File: src/rtl/const_rom_reader.sv
// Read controller for the four byte-lane SHA-256 constant EEPROMs.
// Fetches single words or bursts of H/K constants and presents them over VALID/ACK.
module const_rom_reader #(
  parameter int unsigned WAIT_CYCLES = 4
) (
  input  logic        clk,
  input  logic        rst,
  input  logic        req,
  input  logic        sel,
  input  logic [5:0]  idx,
  input  logic [6:0]  len,
  output logic        busy,
  output logic [31:0] dout,
  output logic        valid,
  input  logic        ack,
  output logic [12:0] rom_a,
  output logic        rom_ce_n,
  output logic        rom_oe_n,
  output logic        rom_we_n,
  input  logic [7:0]  rom_d1,
  input  logic [7:0]  rom_d2,
  input  logic [7:0]  rom_d3,
  input  logic [7:0]  rom_d4
);

  localparam int unsigned AW = 13;
  localparam int unsigned CW = 4;
  localparam int unsigned LW = 7;

  typedef enum logic [1:0] {IDLE, ACCESS, OUT} state_t;

  state_t        state_q, state_d;
  logic [AW-1:0] addr_d;
  logic [CW-1:0] wait_q, wait_d;
  logic [LW-1:0] left_q, left_d;
  logic          capture;

  // Read-only device: write enable is never asserted.
  assign rom_we_n = 1'b1;

  // Next-state logic; address, wait count and words-remaining follow the state.
  always_comb begin
    state_d = state_q;
    addr_d  = rom_a;
    wait_d  = wait_q;
    left_d  = left_q;
    capture = 1'b0;
    case (state_q)
      IDLE: begin
        if (req && (len != '0)) begin
          state_d = ACCESS;
          addr_d  = sel ? (AW'(idx) + AW'(8)) : AW'(idx[2:0]);
          left_d  = len;
          wait_d  = CW'(WAIT_CYCLES);
        end
      end
      ACCESS: begin
        if (wait_q <= CW'(1)) begin
          capture = 1'b1;
          left_d  = left_q - LW'(1);
          wait_d  = '0;
          state_d = OUT;
        end else begin
          wait_d = wait_q - CW'(1);
        end
      end
      OUT: begin
        if (ack) begin
          if (left_q != '0) begin
            addr_d  = rom_a + AW'(1);
            wait_d  = CW'(WAIT_CYCLES);
            state_d = ACCESS;
          end else begin
            state_d = IDLE;
          end
        end
      end
      default: state_d = IDLE;
    endcase
  end

  // State register; status and enables are registered from the next state so they stay glitch-free.
  always_ff @(posedge clk) begin
    if (rst) begin
      state_q  <= IDLE;
      rom_a    <= '0;
      wait_q   <= '0;
      left_q   <= '0;
      dout     <= '0;
      busy     <= 1'b0;
      valid    <= 1'b0;
      rom_ce_n <= 1'b1;
      rom_oe_n <= 1'b1;
    end else begin
      state_q  <= state_d;
      rom_a    <= addr_d;
      wait_q   <= wait_d;
      left_q   <= left_d;
      if (capture) dout <= {rom_d1, rom_d2, rom_d3, rom_d4};
      busy     <= (state_d != IDLE);
      valid    <= (state_d == OUT);
      rom_ce_n <= (state_d != ACCESS);
      rom_oe_n <= (state_d != ACCESS);
    end
  end

endmodule

File: config.mk
export PLATFORM = sky130hd
export DESIGN_NAME = const_rom_reader
export DESIGN_NICKNAME = d
export VERILOG_FILES = /design/src/rtl/const_rom_reader.sv
export SDC_FILE = /design/constraint.sdc
export NUM_CORES = 1
export LEC_CHECK = 0
export BUFFER_PORTS_ARGS = -buffer_cell sky130_fd_sc_hd__buf_2
export CORE_MARGIN = 4
export CORE_UTILIZATION = 50
export DETAILED_ROUTE_END_ITERATION = 8
export GPL_ROUTABILITY_DRIVEN = 0
export MAX_ROUTING_LAYER = met4
export PLACE_DENSITY = 0.8
export SETUP_SLACK_MARGIN = 0.5
export SLEW_MARGIN = 20
export SYNTH_ARGS = -nofsm -noshare
export SYNTH_HDL_FRONTEND = slang
export SYNTH_SLANG_ARGS = --single-unit
File: constraint.sdc
create_clock -name clk -period 2.7 [get_ports clk]
set_clock_uncertainty 0.1 [all_clocks]
set_input_delay 0.81 -clock clk [delete_from_list [all_inputs] [get_ports clk]]
set_output_delay 0.81 -clock clk [all_outputs]
set_load 0.005 [all_outputs]
==> results of run 1 <==
## cells in the mapped netlist (all sizes together) (3+ instances only)
| cell | n |
|---|---|
| mux2i | 6 |
| nand2b | 3 |
| ha | 5 |
| clkbuf | 17 |
| a22oi | 6 |
| nand2 | 76 |
| nand3 | 18 |
| buf | 9 |
| a21oi | 46 |
| o32ai | 9 |
| or3 | 8 |
| o21ai | 5 |
| dfxtp | 61 |
| inv | 10 |
| o31ai | 4 |
| nor2 | 11 |
| a31oi | 3 |
| nor4 | 3 |
| a211oi | 4 |
## metrics by stage
stage | cells | area (um2) | utilization [%] | setup WS [ns]
6_report | 512 | 3590 | 65.2 | 0.581
5_1_grt | 512 | 3590 | 65.2 | 0.504
4_1_cts | 512 | 3570 | 64.9 | 0.529
3_5_place_dp | 498 | 3370 | 61.2 | 0.226
3_3_place_gp | 498 | 3370 | 61.2 | 0.259
2_1_floorplan | 344 | 2840 | - | 0.429
## state kept, by name, summed over array words and instances, names as in the netlist
signal / cells
left_q: 7
rom_oe_n: 1
wait_q: 4
state_q: 2
rom_a: 13
valid: 1
dout: 32
busy: 1
## cell families (layout without fill, tap and decap cells)
logic type	Yosys count	count (layout)	share of synthesized area, %
buf+inv	37	133	5.77
simple gates	136	136	22.9
xor+xnor	1	1	0.309
other cells	1	1	0.132
mux	6	6	2.12
fa+ha+maj	5	5	2.20
flops	61	61	43.0
compound gates	97	97	23.5
## power breakdown
| group | internal [W] | switching (W) | leakage, nW |
|---|---|---|---|
| logic | 0.000237 | 0.000326 | 0.915 |
| clock network | 0.000506 | 0.000350 | 0.101 |
| registers | 0.000987 | 0.0000677 | 0.497 |
| total | 0.00173 | 0.000743 | 1.51 |
## cell type report
| cell class | count | area (um2) | area share [%] |
|---|---|---|---|
| Clock buffer | 9 | 124 | 3.45 |
| Timing Repair Buffer | 108 | 573 | 16.0 |
| Sequential cell | 61 | 1220 | 34.0 |
| Inverter | 11 | 41.3 | 1.15 |
| Clock inverter | 5 | 77.6 | 2.16 |
| Multi-Input combinational cell | 246 | 1470 | 40.8 |
| Tap cell | 72 | 90.1 | 2.51 |
## worst paths after layout
check / startpoint / to / slack [ns] / depth (start not counted)
worst max-delay path: len[3] / rom_a[4] / 0.58 / 6
worst min-delay path: dout[14] / dout[14] / 0.35 / 2
worst max register to register: left_q[0] / rom_a[4] / 0.60 / 6
worst min register to register: dout[14] / dout[14] / 0.35 / 2
## cell usage in the layout, fill, tap and decap left out, types with 2 or more instances in the layout
cell       count
a211oi_1       4
a21o_1         2
a21oi_1       46
a22oi_1        6
a31oi_1        3
and4_1         2
buf_2         98
buf_4          8
buf_6          2
bufinv_16      2
clkbuf_8       9
clkinv_2       2
dfxtp_1       61
ha_1           5
inv_1         10
mux2i_1        6
nand2_1       76
nand2b_1       3
nand3_1       18
nand4_1        2
nor2_1        10
nor2b_1        2
nor3_1         2
nor3b_1        2
nor4_1         2
o2111ai_1      2
o21ai_0        4
o221a_2        2
o311a_1        2
o31ai_1        3
o32ai_1        8
or2_2          2
or3_1          8
## routing by layer
layer	routed length (um)	share of wire, %	global-route usage (%)	vias up
met5	0	0	-	-
met4	192	2.6	9.06	0
met3	526	7.0	5.95	22
met2	3530	47	35.8	123
met1	3270	44	27.5	1372
li1	-	-	-	1418
## worst min-delay path: stages (launching register included)
cell	delay, ns
dfxtp_1	0.31
nand2_1	0.05
a21oi_1	0.05
==> metrics.csv, run 1 <==
metric,value,unit
maximum buffer depth of the clock tree,2,
Overflow after GRT,0,
Crit path arrival time,2.25,ns
cell taking the most area after synthesis,dfxtp_1,
worst-margin pin slew,0.691,ns
Final nets,492,
Crit path buffers/inverters,2,
post-synth cell types,55,
CP required,2.83,ns
root buf cell,clkbuf_8,
fin. max-slew vios,0,
Setup TNS,0,ns
Mapped Cells,344,
total via count after detailed routing,2935,
largest net degree at the start of global routing,48,
status,"finished, final reports clean",
Synth Register Bits,61,
max-cap violations,0,
sequential share of the synthesized area,43.0,%
total clock sinks,61,
Mapped Nets,399,
share of flip-flops with an asynchronous set or reset,0,%
Ant. Diodes,0,
"Clk Latency, worst-skew pair",0.34,ns
RSZ-0062 raised after global routing,false,
Post-CTS Resized,0,
Row Count,27,
overall power,0.00247,W
vias per std cell,5.73,
P_leak,1.51,nW
dominant cells by area after synthesis,"dfxtp_1 (43%), nand2_1 (10%), a21oi_1 (8.1%)",
relative slew slack,53.5,%
first-pass GRT wire length,12.6,mm
vias in the first global route,2827,
Num CTS Buffers,9,
CTS tree,built,
# IOs,100,
Routed WL,7.52,mm
"Cell Chain, Critical Path","buf_2, or4_4, o21ai_1, buf_6, a22oi_1, o221a_2",
Post-synth EDFFs,0,
Hold WS,0.352,ns
worst hold path class,reg -> reg,
antenna violations before repair,0,
final hold vios,0,
drt first-iter violations,242,
YS warnings,0,
dpl hpwl,5.31,mm
chip height,83.4,um
critical path startpoint category,input pin,
crit share post-route,78.5,%
Area growth syn-to-layout,26.5,%
Syn Std Cell Area,0.00284,mm2
Port Buffers,98,
postcts setup bufs,0,
# fillers,495,
Antenna Nets Post-Route,0,
Setup crit end kind,flip-flop,
clock-pin slew on the worst setup and hold paths,0.07,ns
Final min period,2.12,ns
core area,0.00551,mm2
top_reg_cell synth,dfxtp_1,
Horiz. Die Dim,83.4,um
achievable frequency,0.472,GHz
Residual DRC,0,
"Avg Cell Area, Syn",8.25,um2
die area,0.00695,mm2
share of layout cells above drive strength 1,30.9,%
"slowest stage delay, CP",0.56,ns
Total GRT Usage,22.6,%
Worst VDD drop,0.467,mV
Worst Path Max Fanout,17,
Setup Viol. Count Final,0,
Crit Path Class,in -> reg,
Post-CTS Hold Fix Bufs,0,
wire per inst,14.7,um
Pwr Density,688,mW/mm2
initial core utilization,51.6,%
family with the most delay on the worst path,simple AND/OR/NAND/NOR gates,
Pre-Repair DR Iteration Count,5,
area share of the largest cell type after synthesis,43.0,%
H-tree depth,3,
CP max-delay cell,or4_4,
No activity file was read; power rests on OpenSTA's default activity.
==> run 2, diff against run 1 <==
--- a/config.mk
+++ b/config.mk
@@ -7,11 +7,11 @@
 export LEC_CHECK = 0
 export BUFFER_PORTS_ARGS = -buffer_cell sky130_fd_sc_hd__buf_2
 export CORE_MARGIN = 4
-export CORE_UTILIZATION = 50
+export CORE_UTILIZATION = 45
 export DETAILED_ROUTE_END_ITERATION = 8
 export GPL_ROUTABILITY_DRIVEN = 0
 export MAX_ROUTING_LAYER = met4
-export PLACE_DENSITY = 0.8
+export PLACE_DENSITY = 0.76
 export SETUP_SLACK_MARGIN = 0.5
 export SLEW_MARGIN = 20
 export SYNTH_ARGS = -nofsm -noshare
==> constraint.sdc (replaced) <==
create_clock -name clk -period 1.73 [get_ports clk]
set_clock_uncertainty 0.1 [all_clocks]
set_input_delay 0.519 -clock clk [delete_from_list [all_inputs] [get_ports clk]]
set_output_delay 0.519 -clock clk [all_outputs]
set_load 0.005 [all_outputs]
==> run 2 against run 1 <==
Effect of this change: the flow now stops in 5_1_grt; synthesized cell count did not move; synthesized area unchanged.
==> metrics.csv, run 2 <==
metric,value,unit,change
status,did not finish,,"was finished, final reports clean"
Stop stage,5_1_grt,,
Error,[ERROR GRT-0232] Routing congestion too high. Check the congestion heatmap in the GUI.,,
antenna violations before repair,2,,
Row Count,28,,was 27
YS warnings,0,,unchanged
Syn Std Cell Area,0.00284,mm2,unchanged
root buf cell,clkbuf_8,,unchanged
Port Buffers,98,,unchanged
dominant cells by area after synthesis,"dfxtp_1 (43%), nand2_1 (10%), a21oi_1 (8.1%)",,unchanged
Mapped Cells,344,,unchanged
share of flip-flops with an asynchronous set or reset,0,%,unchanged
Overflow after GRT,1,,
cell taking the most area after synthesis,dfxtp_1,,unchanged
Post-CTS Hold Fix Bufs,0,,unchanged
area share of the largest cell type after synthesis,43.0,%,unchanged
dpl hpwl,6.05,mm,was 5.31 mm
initial core utilization,47.1,%,was 51.6%
WEP type,register input,,
sequential share of the synthesized area,43.0,%,unchanged
# IOs,100,,unchanged
endpoint with the least setup slack after the last repair,rom_a[5]$_SDFFE_PP0P_/D,,
maximum buffer depth of the clock tree,2,,unchanged
Post-synth EDFFs,0,,unchanged
Synth Register Bits,61,,unchanged
"Avg Cell Area, Syn",8.25,um2,unchanged
H-tree depth,3,,unchanged
post-synth cell types,55,,unchanged
total clock sinks,61,,unchanged
chip height,87.4,um,was 83.4 um
largest net degree at the start of global routing,21,,
Mapped Nets,399,,unchanged
commonest cells in the netlist,"nand2_1 (76), dfxtp_1 (61), a21oi_1 (46)",,unchanged
Num CTS Buffers,9,,unchanged
top_reg_cell synth,dfxtp_1,,unchanged
most frequent cell after synthesis,nand2_1,,unchanged
Horiz. Die Dim,87.4,um,was 83.4 um
Total GRT Usage,70.7,%,
run 2: routing by layer:
metal | track usage, % | overflow
met1 | 69.3 | 0
met2 | 86.2 | 0
met3 | 54.7 | 0
met4 | 65.8 | 1
met5 | - | -
run 2: kinds of logic after synthesis:
kind of cell	count (synthesis)	share of synthesized area [%]
XOR/XNOR	1	0.309
AO/OA/AOI/OAI	97	23.5
flip-flops	61	43.0
AND/OR/NAND/NOR	136	22.9
other	1	0.132
buffers and inverters	37	5.77
multiplexers	6	2.12
adder cells (fa/ha/maj)	5	2.20
run 2: what timing repair did:
action / 4_1_cts
pin swaps: 45
buffers inserted: 38
gates cloned: 9
endpoints found under the setup margin: 110
resized for setup: 178
run 2: through the flow:
stage / util [%] / hold WS, ns / cell area, um2 / std cells / setup slack, ns
2_1_floorplan: - / 0.335 / 2940 / 344 / -0.250
3_3_place_gp: 63.2 / 0.341 / 3810 / 550 / -0.378
3_5_place_dp: 63.2 / 0.349 / 3810 / 550 / -0.413
4_1_cts: 85.4 / 0.294 / 5150 / 613 / -0.267
==> run 3, diff against run 2 <==
--- a/config.mk
+++ b/config.mk
@@ -7,12 +7,10 @@
 export LEC_CHECK = 0
 export BUFFER_PORTS_ARGS = -buffer_cell sky130_fd_sc_hd__buf_2
 export CORE_MARGIN = 4
-export CORE_UTILIZATION = 45
+export CORE_UTILIZATION = 35
 export DETAILED_ROUTE_END_ITERATION = 8
 export GPL_ROUTABILITY_DRIVEN = 0
-export MAX_ROUTING_LAYER = met4
-export PLACE_DENSITY = 0.76
-export SETUP_SLACK_MARGIN = 0.5
+export PLACE_DENSITY_LB_ADDON = 0.15
 export SLEW_MARGIN = 20
 export SYNTH_ARGS = -nofsm -noshare
 export SYNTH_HDL_FRONTEND = slang
==> constraint.sdc (replaced) <==
create_clock -name clk -period 2.2 [get_ports clk]
set_clock_uncertainty 0.1 [all_clocks]
set_input_delay 0.66 -clock clk [delete_from_list [all_inputs] [get_ports clk]]
set_output_delay 0.66 -clock clk [all_outputs]
set_load 0.005 [all_outputs]
==> run 3 against run 2 <==
Effect of this change: the flow now finishes without violations.
==> metrics.csv, run 3 (synthesis results as in run 1) <==
metric,value,unit,change
Num CTS Buffers,9,,unchanged
RSZ-0062 raised after global routing,false,,
achievable frequency,0.486,GHz,
placed inst area,0.00357,mm2,was 0.00381 mm2
chip height,98.1,um,was 87.4 um
RR Startpoint,left_q[0],,
Hold Crit Endpoint,dout[15],,
"Clk Latency, worst-skew pair",0.33,ns,
Post-CTS Hold Fix Bufs,0,,unchanged
H-tree depth,3,,unchanged
drt first-iter violations,76,,
worst-margin pin slew,0.654,ns,
"Cell Chain, Critical Path","inv_1, ha_1, or3b_4, o311ai_4, o311ai_1, a221oi_1",,
Worst Path Max Fanout,5,,
# IOs,100,,unchanged
crit share post-route,93.6,%,
dpl hpwl,5.75,mm,was 6.05 mm
vias in the first global route,2777,,
relative slew slack,55.7,%,
clock-pin slew on the worst setup and hold paths,0.06,ns,
Total GRT Usage,16.3,%,
root buf cell,clkbuf_8,,unchanged
Port Buffers,98,,unchanged
Routed WL,7.79,mm,
total via count after detailed routing,2875,,
Antenna Nets Post-Route,0,,
CP required,2.34,ns,
vias per std cell,5.08,,
max-cap violations,0,,
maximum buffer depth of the clock tree,2,,unchanged
Crit path arrival time,2.20,ns,
final hold vios,0,,
status,"finished, final reports clean",,was did not finish
max FFs per register,32,,
Row Count,32,,was 28
"commonest non-fill, non-tap cell in the layout",buf_2,,
fin. max-slew vios,0,,
antenna violations before repair,0,,
worst reg-to-reg setup slack,0.14,ns,
postcts setup bufs,0,,was 38
CTS tree,built,,
largest net degree at the start of global routing,25,,
Overflow after GRT,0,,
Hold WS,0.352,ns,
CP max-delay cell,or3b_4,,
most frequent cells in the layout,"buf_2 (98), nand2_1 (76), dfxtp_1 (61)",,
Worst VDD drop,0.355,mV,
die area,0.00962,mm2,
Hold Crit Start,dout[15],,
Residual DRC,0,,
share of layout cells above drive strength 1,34.1,%,
Setup Viol. Count Final,0,,
Post-CTS Resized,0,,was 178
total clock sinks,61,,unchanged
Final nets,515,,
Setup crit end kind,flip-flop,,
first-pass GRT wire length,13.0,mm,
largest reg by FF count,dout,,
final instance area,0.00378,mm2,
Pre-Repair DR Iteration Count,4,,
worst hold path class,reg -> reg,,
Final min period,2.06,ns,
Crit Path Class,reg -> reg,,
Horiz. Die Dim,98.1,um,was 87.4 um
P_leak,1.61,nW,
R2R depth,6,,
Area growth syn-to-layout,33.1,%,
RR Endpoint,wait_q[3],,
wire per inst,13.8,um,
critical path startpoint category,flip-flop,,
Ant. Diodes,0,,
Pwr Density,788,mW/mm2,
initial core utilization,36.4,%,was 47.1%
hold path cells,2,,
"slowest stage delay, CP",0.41,ns,
largest registers,"dout x32, rom_a x13, left_q x7",,
core area,0.00781,mm2,
==> run 3: worst max-delay path by stage <==
stage	depth (start not counted)	end	from
2_1_floorplan	5	rom_a[7]	len[3]
3_3_place_gp	5	rom_a[10]	len[3]
3_5_place_dp	7	rom_a[12]	len[3]
4_1_cts	7	rom_a[4]	left_q[0]
5_1_grt	6	wait_q[3]	left_q[0]
6_report	6	wait_q[3]	left_q[0]
==> run 3: area by class of cell <==
type                            instances  area (um2)
Clock inverter                          5        52.6
Inverter                               11        41.3
Tap cell                              102         128
Sequential cell                        61        1220
Fill cell                             813        4030
Clock buffer                           10         128
Timing Repair Buffer                  130         731
Multi-Input combinational cell        247        1480
==> run 3: worst max-delay path: cells and delay by family (launching register included) <==
kind                     cells  cell delay [ns]
AO/OA/AOI/OAI                3             0.89
adder cells (fa/ha/maj)      1             0.18
buffers and inverters        1             0.07
flip-flops                   1             0.31
AND/OR/NAND/NOR              1             0.41
==> run 3: metrics by stage <==
stage	util (%)	total power [W]	instances	setup slack, ns	TNS, ns
2_1_floorplan	-	0.00176	344	0.0582	0
3_3_place_gp	45.8	0.00205	550	-0.0704	-0.455
3_5_place_dp	45.8	0.00206	550	-0.0947	-0.867
4_1_cts	48.1	0.00302	565	0.0520	0
5_1_grt	48.4	0.00318	566	0.00374	0
6_report	48.4	0.00298	566	0.141	0
==> run 3: per-layer routing <==
metal | vias up | part of all wire [%] | wire (um) | track usage [%]
li1 | 1460 | - | - | -
met1 | 1324 | 46 | 3580 | 20.9
met2 | 80 | 45 | 3500 | 25.4
met3 | 11 | 7.5 | 586 | 5.07
met4 | 0 | 1.6 | 128 | 6.71
met5 | - | 0 | 0 | 0
==> run 3: power by group <==
group / internal [W] / leakage, nW / switching [W]
Sequential: 0.00121 / 0.497 / 0.0000778
Combinational: 0.000344 / 1.02 / 0.000409
Clock: 0.000511 / 0.0919 / 0.000423
Total: 0.00207 / 1.61 / 0.000910
